File: config.mk
export PLATFORM = sky130hd
export DESIGN_NAME = tanh_lut_fetcher_flat
export DESIGN_NICKNAME = d
export VERILOG_FILES = /design/src/rtl/tanh_lut_fetcher_if.sv /design/src/rtl/tanh_lut_fetcher.sv /design/src/flat_wrapper.sv
export SDC_FILE = /design/constraint.sdc
export NUM_CORES = 1
export LEC_CHECK = 0
export CORE_UTILIZATION = 40
export DETAILED_ROUTE_END_ITERATION = 7
export GPL_ROUTABILITY_DRIVEN = 0
export GPL_TIMING_DRIVEN = 0
export PLACE_DENSITY = 0.77
export SKIP_LAST_GASP = 1
export SLEW_MARGIN = 30
export SYNTH_ARGS = -nofsm -noshare
export SYNTH_HDL_FRONTEND = slang
export SYNTH_SLANG_ARGS = --single-unit
File: constraint.sdc
create_clock -name clk -period 1.6 [get_ports clk]
set_clock_uncertainty 0.2 [all_clocks]
set_input_delay 0.32 -clock clk [delete_from_list [all_inputs] [get_ports clk]]
set_output_delay 0.32 -clock clk [all_outputs]
set_load 0.01 [all_outputs]
File: src/rtl/tanh_lut_fetcher_if.sv
// Argument stream in and interpolator bundle out for the tanh table fetcher.
interface tanh_lut_fetcher_if;
  logic               in_valid;
  logic               in_ready;
  logic signed [31:0] z_in;
  logic               out_valid;
  logic               out_ready;
  logic signed [31:0] z_value;
  logic signed [31:0] base;
  logic signed [31:0] next_data;
  logic signed [31:0] addr;
  logic               saturated;

  modport master (
    output in_valid, z_in, out_ready,
    input  in_ready, out_valid, z_value, base, next_data, addr, saturated
  );

  modport slave (
    input  in_valid, z_in, out_ready,
    output in_ready, out_valid, z_value, base, next_data, addr, saturated
  );
endinterface

File: src/rtl/tanh_lut_fetcher.sv
// Clamps a Q4.28 argument and reads the two bracketing tanh samples; out_valid rises 4 cycles
// after accept, one z in flight, bundle held while out_ready is low.
module tanh_lut_fetcher #(
  parameter logic signed [31:0] Z_MIN      = -32'sh4000_0000,
  parameter int                 STEP_SHIFT = 26,
  parameter int                 DEPTH      = 33,
  parameter int                 IDX_W      = 6
) (
  input  logic               clk,
  input  logic               rst,
  tanh_lut_fetcher_if.slave  bus,
  output logic               mem_en,
  output logic [IDX_W-1:0]   mem_addr,
  input  logic signed [31:0] mem_rdata
);

  localparam logic signed [32:0] Z_MIN_X = {Z_MIN[31], Z_MIN};
  localparam logic signed [32:0] SPAN    = 33'(DEPTH - 1) << STEP_SHIFT;
  localparam logic signed [32:0] Z_MAX_X = Z_MIN_X + SPAN;
  localparam logic signed [32:0] Z_TOP_X = Z_MAX_X - 33'sd1;
  localparam logic signed [31:0] Z_TOP   = Z_TOP_X[31:0];

  typedef enum logic [2:0] {IDLE, FETCH0, FETCH1, WAIT1, DONE} state_t;

  state_t             state;
  logic               in_ready_q;
  logic               out_valid_q;
  logic signed [31:0] z_value_q;
  logic signed [31:0] base_q;
  logic signed [31:0] next_data_q;
  logic signed [31:0] addr_q;
  logic               saturated_q;
  logic signed [31:0] zc;
  logic [IDX_W-1:0]   idx;

  logic signed [32:0] z_ext;
  logic signed [31:0] zc_c;
  logic               sat_c;
  logic signed [32:0] offset;
  logic [IDX_W-1:0]   idx_c;
  logic [31:0]        addr_c;

  // Widen by one bit so arguments near the 32-bit extremes compare without wrapping.
  always_comb begin
    z_ext = {bus.z_in[31], bus.z_in};
    zc_c  = bus.z_in;
    sat_c = 1'b0;
    if (z_ext < Z_MIN_X) begin
      zc_c  = Z_MIN;
      sat_c = 1'b1;
    end else if (z_ext >= Z_MAX_X) begin
      zc_c  = Z_TOP;
      sat_c = 1'b1;
    end
    offset = {zc_c[31], zc_c} - Z_MIN_X;
    idx_c  = IDX_W'(offset >> STEP_SHIFT);
    addr_c = Z_MIN + (32'(idx) << STEP_SHIFT);
  end

  always_ff @(posedge clk) begin
    if (rst) begin
      state       <= IDLE;
      in_ready_q  <= 1'b1;
      out_valid_q <= 1'b0;
      mem_en      <= 1'b0;
      mem_addr    <= '0;
      z_value_q   <= '0;
      base_q      <= '0;
      next_data_q <= '0;
      addr_q      <= '0;
      saturated_q <= 1'b0;
      zc          <= '0;
      idx         <= '0;
    end else begin
      case (state)
        IDLE: begin
          if (bus.in_valid) begin
            zc          <= zc_c;
            idx         <= idx_c;
            saturated_q <= sat_c;
            mem_en      <= 1'b1;
            mem_addr    <= idx_c;
            in_ready_q  <= 1'b0;
            state       <= FETCH0;
          end
        end
        FETCH0: begin
          mem_addr <= idx + IDX_W'(1);
          state    <= FETCH1;
        end
        FETCH1: begin
          // Read of idx issued at the end of FETCH0 lands on the bus now.
          base_q <= mem_rdata;
          mem_en <= 1'b0;
          state  <= WAIT1;
        end
        WAIT1: begin
          next_data_q <= mem_rdata;
          z_value_q   <= zc;
          addr_q      <= addr_c;
          out_valid_q <= 1'b1;
          state       <= DONE;
        end
        DONE: begin
          if (bus.out_ready) begin
            out_valid_q <= 1'b0;
            in_ready_q  <= 1'b1;
            state       <= IDLE;
          end
        end
        default: state <= IDLE;
      endcase
    end
  end

  assign bus.in_ready  = in_ready_q;
  assign bus.out_valid = out_valid_q;
  assign bus.z_value   = z_value_q;
  assign bus.base      = base_q;
  assign bus.next_data = next_data_q;
  assign bus.addr      = addr_q;
  assign bus.saturated = saturated_q;

endmodule

File: src/flat_wrapper.sv
// flat-port wrapper written by rule: the top's interface ports become plain ports
module tanh_lut_fetcher_flat 
#(
  parameter logic signed [31:0] Z_MIN      = -32'sh4000_0000,
  parameter int                 STEP_SHIFT = 26,
  parameter int                 DEPTH      = 33,
  parameter int                 IDX_W      = 6
)
  (clk, rst, mem_en, mem_addr, mem_rdata, bus_in_valid, bus_z_in, bus_out_ready, bus_in_ready, bus_out_valid, bus_z_value, bus_base, bus_next_data, bus_addr, bus_saturated);
  tanh_lut_fetcher_if bus_i ();
  input  logic clk;
  input  logic rst;
  output logic mem_en;
  output logic [IDX_W-1:0] mem_addr;
  input  logic signed [31:0] mem_rdata;
  input wire logic [$bits(bus_i.in_valid)-1:0] bus_in_valid;
  input wire logic [$bits(bus_i.z_in)-1:0] bus_z_in;
  input wire logic [$bits(bus_i.out_ready)-1:0] bus_out_ready;
  output wire logic [$bits(bus_i.in_ready)-1:0] bus_in_ready;
  output wire logic [$bits(bus_i.out_valid)-1:0] bus_out_valid;
  output wire logic [$bits(bus_i.z_value)-1:0] bus_z_value;
  output wire logic [$bits(bus_i.base)-1:0] bus_base;
  output wire logic [$bits(bus_i.next_data)-1:0] bus_next_data;
  output wire logic [$bits(bus_i.addr)-1:0] bus_addr;
  output wire logic [$bits(bus_i.saturated)-1:0] bus_saturated;
  assign bus_i.in_valid = bus_in_valid;
  assign bus_i.z_in = bus_z_in;
  assign bus_i.out_ready = bus_out_ready;
  assign bus_in_ready = bus_i.in_ready;
  assign bus_out_valid = bus_i.out_valid;
  assign bus_z_value = bus_i.z_value;
  assign bus_base = bus_i.base;
  assign bus_next_data = bus_i.next_data;
  assign bus_addr = bus_i.addr;
  assign bus_saturated = bus_i.saturated;
  tanh_lut_fetcher #(.Z_MIN(Z_MIN), .STEP_SHIFT(STEP_SHIFT), .DEPTH(DEPTH), .IDX_W(IDX_W)) u_core (.clk(clk), .rst(rst), .bus(bus_i), .mem_en(mem_en), .mem_addr(mem_addr), .mem_rdata(mem_rdata));
endmodule
==> results by group <==
Drt
  – Via density: 5.10
  – Initial DRC Count: 392
  – Final routed DRC violation total: 0
  – DR WL met2: 9.51 mm
  – Max layer used: met4
  – Met3 WL: 1.41 mm
  – Routed wire length: 19.4 mm
  – DRT met1 WL: 8.03 mm
  – Final antenna-violating net count: 0
  – DRT Pass-1 Iters: 7
  – Via count: 5927
  – Routed length per instance: 16.6 µm

Yosys
  – Cell variety after synth: 41
  – Post-Synth XOR/XNOR Area: 0.610%
  – Main area contributors after synthesis: dfxtp_1 51%, nand2_1 15%, a21oi_1 9.5%
  – Largest family of logic cells by synthesized area: simple AND/OR/NAND/NOR gates
  – Post-synth EDFFs: 0
  – Synth Register Bits: 145
  – Avg Cell Area, Syn: 8.14 µm²
  – Asr flop ratio synth: 0%
  – Post-synthesis instance area: 5750 µm²
  – Post-Synth Adder-Cell Area: 0.218%
  – Synth top area share: 50.5%
  – Post-Syn Instances: 706
  – Syn. warnings: 0
  – Register area share after synthesis: 50.5%
  – Post-synth top area cell: dfxtp_1
  – Synth Area in Simple Gates: 21.8%
  – Synth Area in Compound Gates: 18.1%
  – Predominant post-synthesis flop cell: dfxtp_1
  – Post-synthesis mux area share: 0%

STA
  – Hold_ws: 0.249 ns
  – Fmax achieved: 566 MHz
  – Final period util: 110%
  – # setup viols final: 143
  – Fin. Hold Viols: 0
  – Relative slew slack: 57.2%
  – Setup TNS: -8.00 ns
  – Final worst setup slack: -0.168 ns
  – Unrepaired setup endpoints after global routing: yes
  – Tmin final: 1.77 ns
  – Pins Over Slew Limit: 0
  – Least-Margin Pin Slew: 0.642 ns

Pwr
  – Sw power: 3.03 mW
  – Pint: 7.70 mW
  – Clock power frac: 36.7%
  – Switch share: 28.2%
  – Peak supply drop: 820 µV
  – Comb pwr share: 24.6%
  – PD cells: 1100 nW/µm²
  – Leakage power: 4.13 nW
  – Sequential share of power: 38.8%

Setup path
  – WP buf/inv: 3
  – Sequence of cells on the critical path: buf_6 -> or3b_4 -> buf_8 -> bufbuf_16 -> nand2_2 -> a21oi_2
  – Critical Path AT: 1.86 ns
  – Startpoint Class: register
  – Slowest stage delay, CP: 0.38 ns
  – Critical Path RT: 1.69 ns
  – R2R depth: 6
  – CP max FO: 7
  – Crit-path leading delay family: buffers and inverters
  – CP max stage cell: or3b_4
  – RR Startpoint: u_core.state[0]$_SDFFE_PP0P_
  – Worst reg2reg path endpoint: u_core.bus.base[6]$_SDFFE_PP0P_
  – Worst setup EP type: register
  – Register-to-Register Setup Slack: -0.17 ns
  – WS Path Type: register to register

Floorplanning
  – Top-Level Pins: 206
  – DIE WIDTH: 122 µm
  – Initial core utilization: 41.2%
  – Full die area: 14800 µm²
  – Chip Height: 122 µm
  – Core ar.: 13900 µm²
  – Core Rows: 43

Placed design
  – I/O Buffers: 178
  – Setup WS pre-CTS: -0.697 ns
  – Final HPWL DP: 11.9 mm

Cells and area
  – Fin nets: 1039
  – Fraction of layout cells with a size suffix above 1: 31.0%
  – Final design utilization: 70.1%
  – Filler instances: 1060
  – Ant diodes: 0
  – Area Growth Syn to Fin: 70.0%

Min path
  – WHS Path Cells: 2
  – HP Class: register to register
  – Worst Hold Path EP: u_core.bus.next_data[19]$_SDFFE_PP0P_
  – Worst Hold Launch: u_core.bus.next_data[19]$_SDFFE_PP0P_

CTS
  – # hold bufs at CTS: 0
  – Bufs on Longest Clock Path: 2
  – Clk pin slew, worst setup/hold paths: 0.06 ns
  – Sink Count: 145
  – Root Driver: clkbuf_16
  – CTS Buf Count: 17
  – CTS tree: yes
  – Worst-Skew Late Latency: 0.43 ns
  – Htree depth: 4

Global route
  – Grt total ovfl: 0
  – First-pass GRT wire length: 27.2 mm
  – Via count of the first global-routing pass: 5292
  – Largest net degree at the start of global routing: 17
  – Initial antenna violation count: 0
  – Total GRT Usage: 23.9%

Outcome
  – Violated checks: setup timing
  – Result of the run: finished, violations left

Run
  – Max cap viols: 0
synth_stat cells (4+ instances only):
cell      count
nand2_1     222
dfxtp_1     145
a21oi_1     109
nor2_1       37
buf_4        33
clkbuf_1     26
buf_2        24
o21bai_1     21
a311oi_1     20
nor3_1       11
a211oi_1      6
nand2b_1      4
nand3b_1      4
flip-flops by register name, indices dropped and copies added, names as in the netlist:
signal,cells
u_core.bus.saturated,1
u_core.bus.in_ready,1
u_core.bus.next_data,32
u_core.bus.out_valid,1
u_core.bus.base,32
u_core.bus.z_value,32
u_core.idx,6
u_core.bus.addr,2
u_core.zc,28
u_core.state,3
u_core.mem_addr,6
u_core.mem_en,1
placed cells by master (no fill, tap or decap), types with 5 or more instances in the layout:
master	count
buf_8	20
nor3_1	10
a21oi_2	45
o21bai_1	21
nor2_1	32
clkbuf_16	28
buf_2	8
clkbuf_2	28
buf_6	16
clkbuf_1	12
a21oi_1	64
nand2_1	165
clkinv_2	5
clkdlybuf4s50_1	65
conb_1	26
a311oi_1	16
nand2_4	32
a211oi_2	5
nand2_2	25
buf_4	49
clkdlybuf4s15_1	12
dlygate4sd2_1	81
dfxtp_1	138
cells by family (layout without fill, tap and decap cells):
| logic type | after synthesis | after routing |
|---|---|---|
| AND/OR/NAND/NOR | 297 | 297 |
| AO/OA/AOI/OAI | 169 | 169 |
| flip-flops | 145 | 145 |
| buffers and inverters | 89 | 341 |
| XOR/XNOR | 4 | 4 |
| adder cells (fa/ha/maj) | 1 | 1 |
| other | 1 | 26 |
worst max path at each step:
| stage | startpoint | end | slack, ns | cells past startpoint |
|---|---|---|---|---|
| 2_1_floorplan | u_core.state[1]$_SDFFE_PP0P_ | u_core.bus.saturated$_SDFFE_PP0P_ | -0.04 | 5 |
| 3_3_place_gp | bus_in_valid | u_core.zc[5]$_SDFFE_PP0P_ | -0.70 | 6 |
| 3_5_place_dp | bus_in_valid | u_core.zc[5]$_SDFFE_PP0P_ | -0.70 | 6 |
| 4_1_cts | u_core.state[0]$_SDFFE_PP0P_ | u_core.bus.base[6]$_SDFFE_PP0P_ | -0.11 | 6 |
| 5_1_grt | u_core.state[0]$_SDFFE_PP0P_ | u_core.bus.base[6]$_SDFFE_PP0P_ | -0.18 | 6 |
| 6_report | u_core.state[0]$_SDFFE_PP0P_ | u_core.bus.base[6]$_SDFFE_PP0P_ | -0.17 | 6 |
area by class of cell:
type	instances	area [µm²]	share of cell area (%)
Multi-Input combinational cell	497	3030	31.0
Clock buffer	22	474	4.85
Tap cell	180	225	2.31
Sequential cell	145	2920	29.9
Inverter	2	7.51	0.0768
Timing Repair Buffer	223	2280	23.4
Buffer	84	727	7.44
Clock inverter	10	109	1.11
worst reg2reg max path, delay by kind of cell (launching register included):
family	cells	cell delay, ns
buf+inv	3	0.55
simple gates	2	0.46
flops	1	0.36
compound gates	1	0.07
stage by stage:
stage | power, mW | cells | area [µm²]
floorplan | 5.19 | 731 | 5850
global placement | 5.99 | 1089 | 7860
CTS | 10.3 | 1143 | 8870
global route | 11.2 | 1163 | 9770
finish | 10.7 | 1163 | 9770
detailed placement | 6.02 | 1089 | 7860
per-layer routing:
metal | global-route usage [%] | vias to the layer above
li1 | - | 2849
met1 | 29.7 | 2786
met2 | 39.5 | 253
met3 | 6.51 | 39
met4 | 8.64 | 0
met5 | 0 | -
power groups by stage:
stage	Clock, mW	Sequential, mW	Combinational (mW)
detailed placement	0	4.19	1.83
global route	4.15	4.20	2.82
floorplan	0	4.23	0.961
global placement	0	4.17	1.81
CTS	3.96	4.11	2.20
finish	3.94	4.16	2.64
what timing repair did:
item                                   CTS  global route
endpoints found under the hold margin    0             0
buffers inserted                        17            11
cloned                                   6            11
pin swaps                               25            68
resized for setup                      220           230
setup endpoints to repair              257           169
Power figures use the tool's default switching activity.
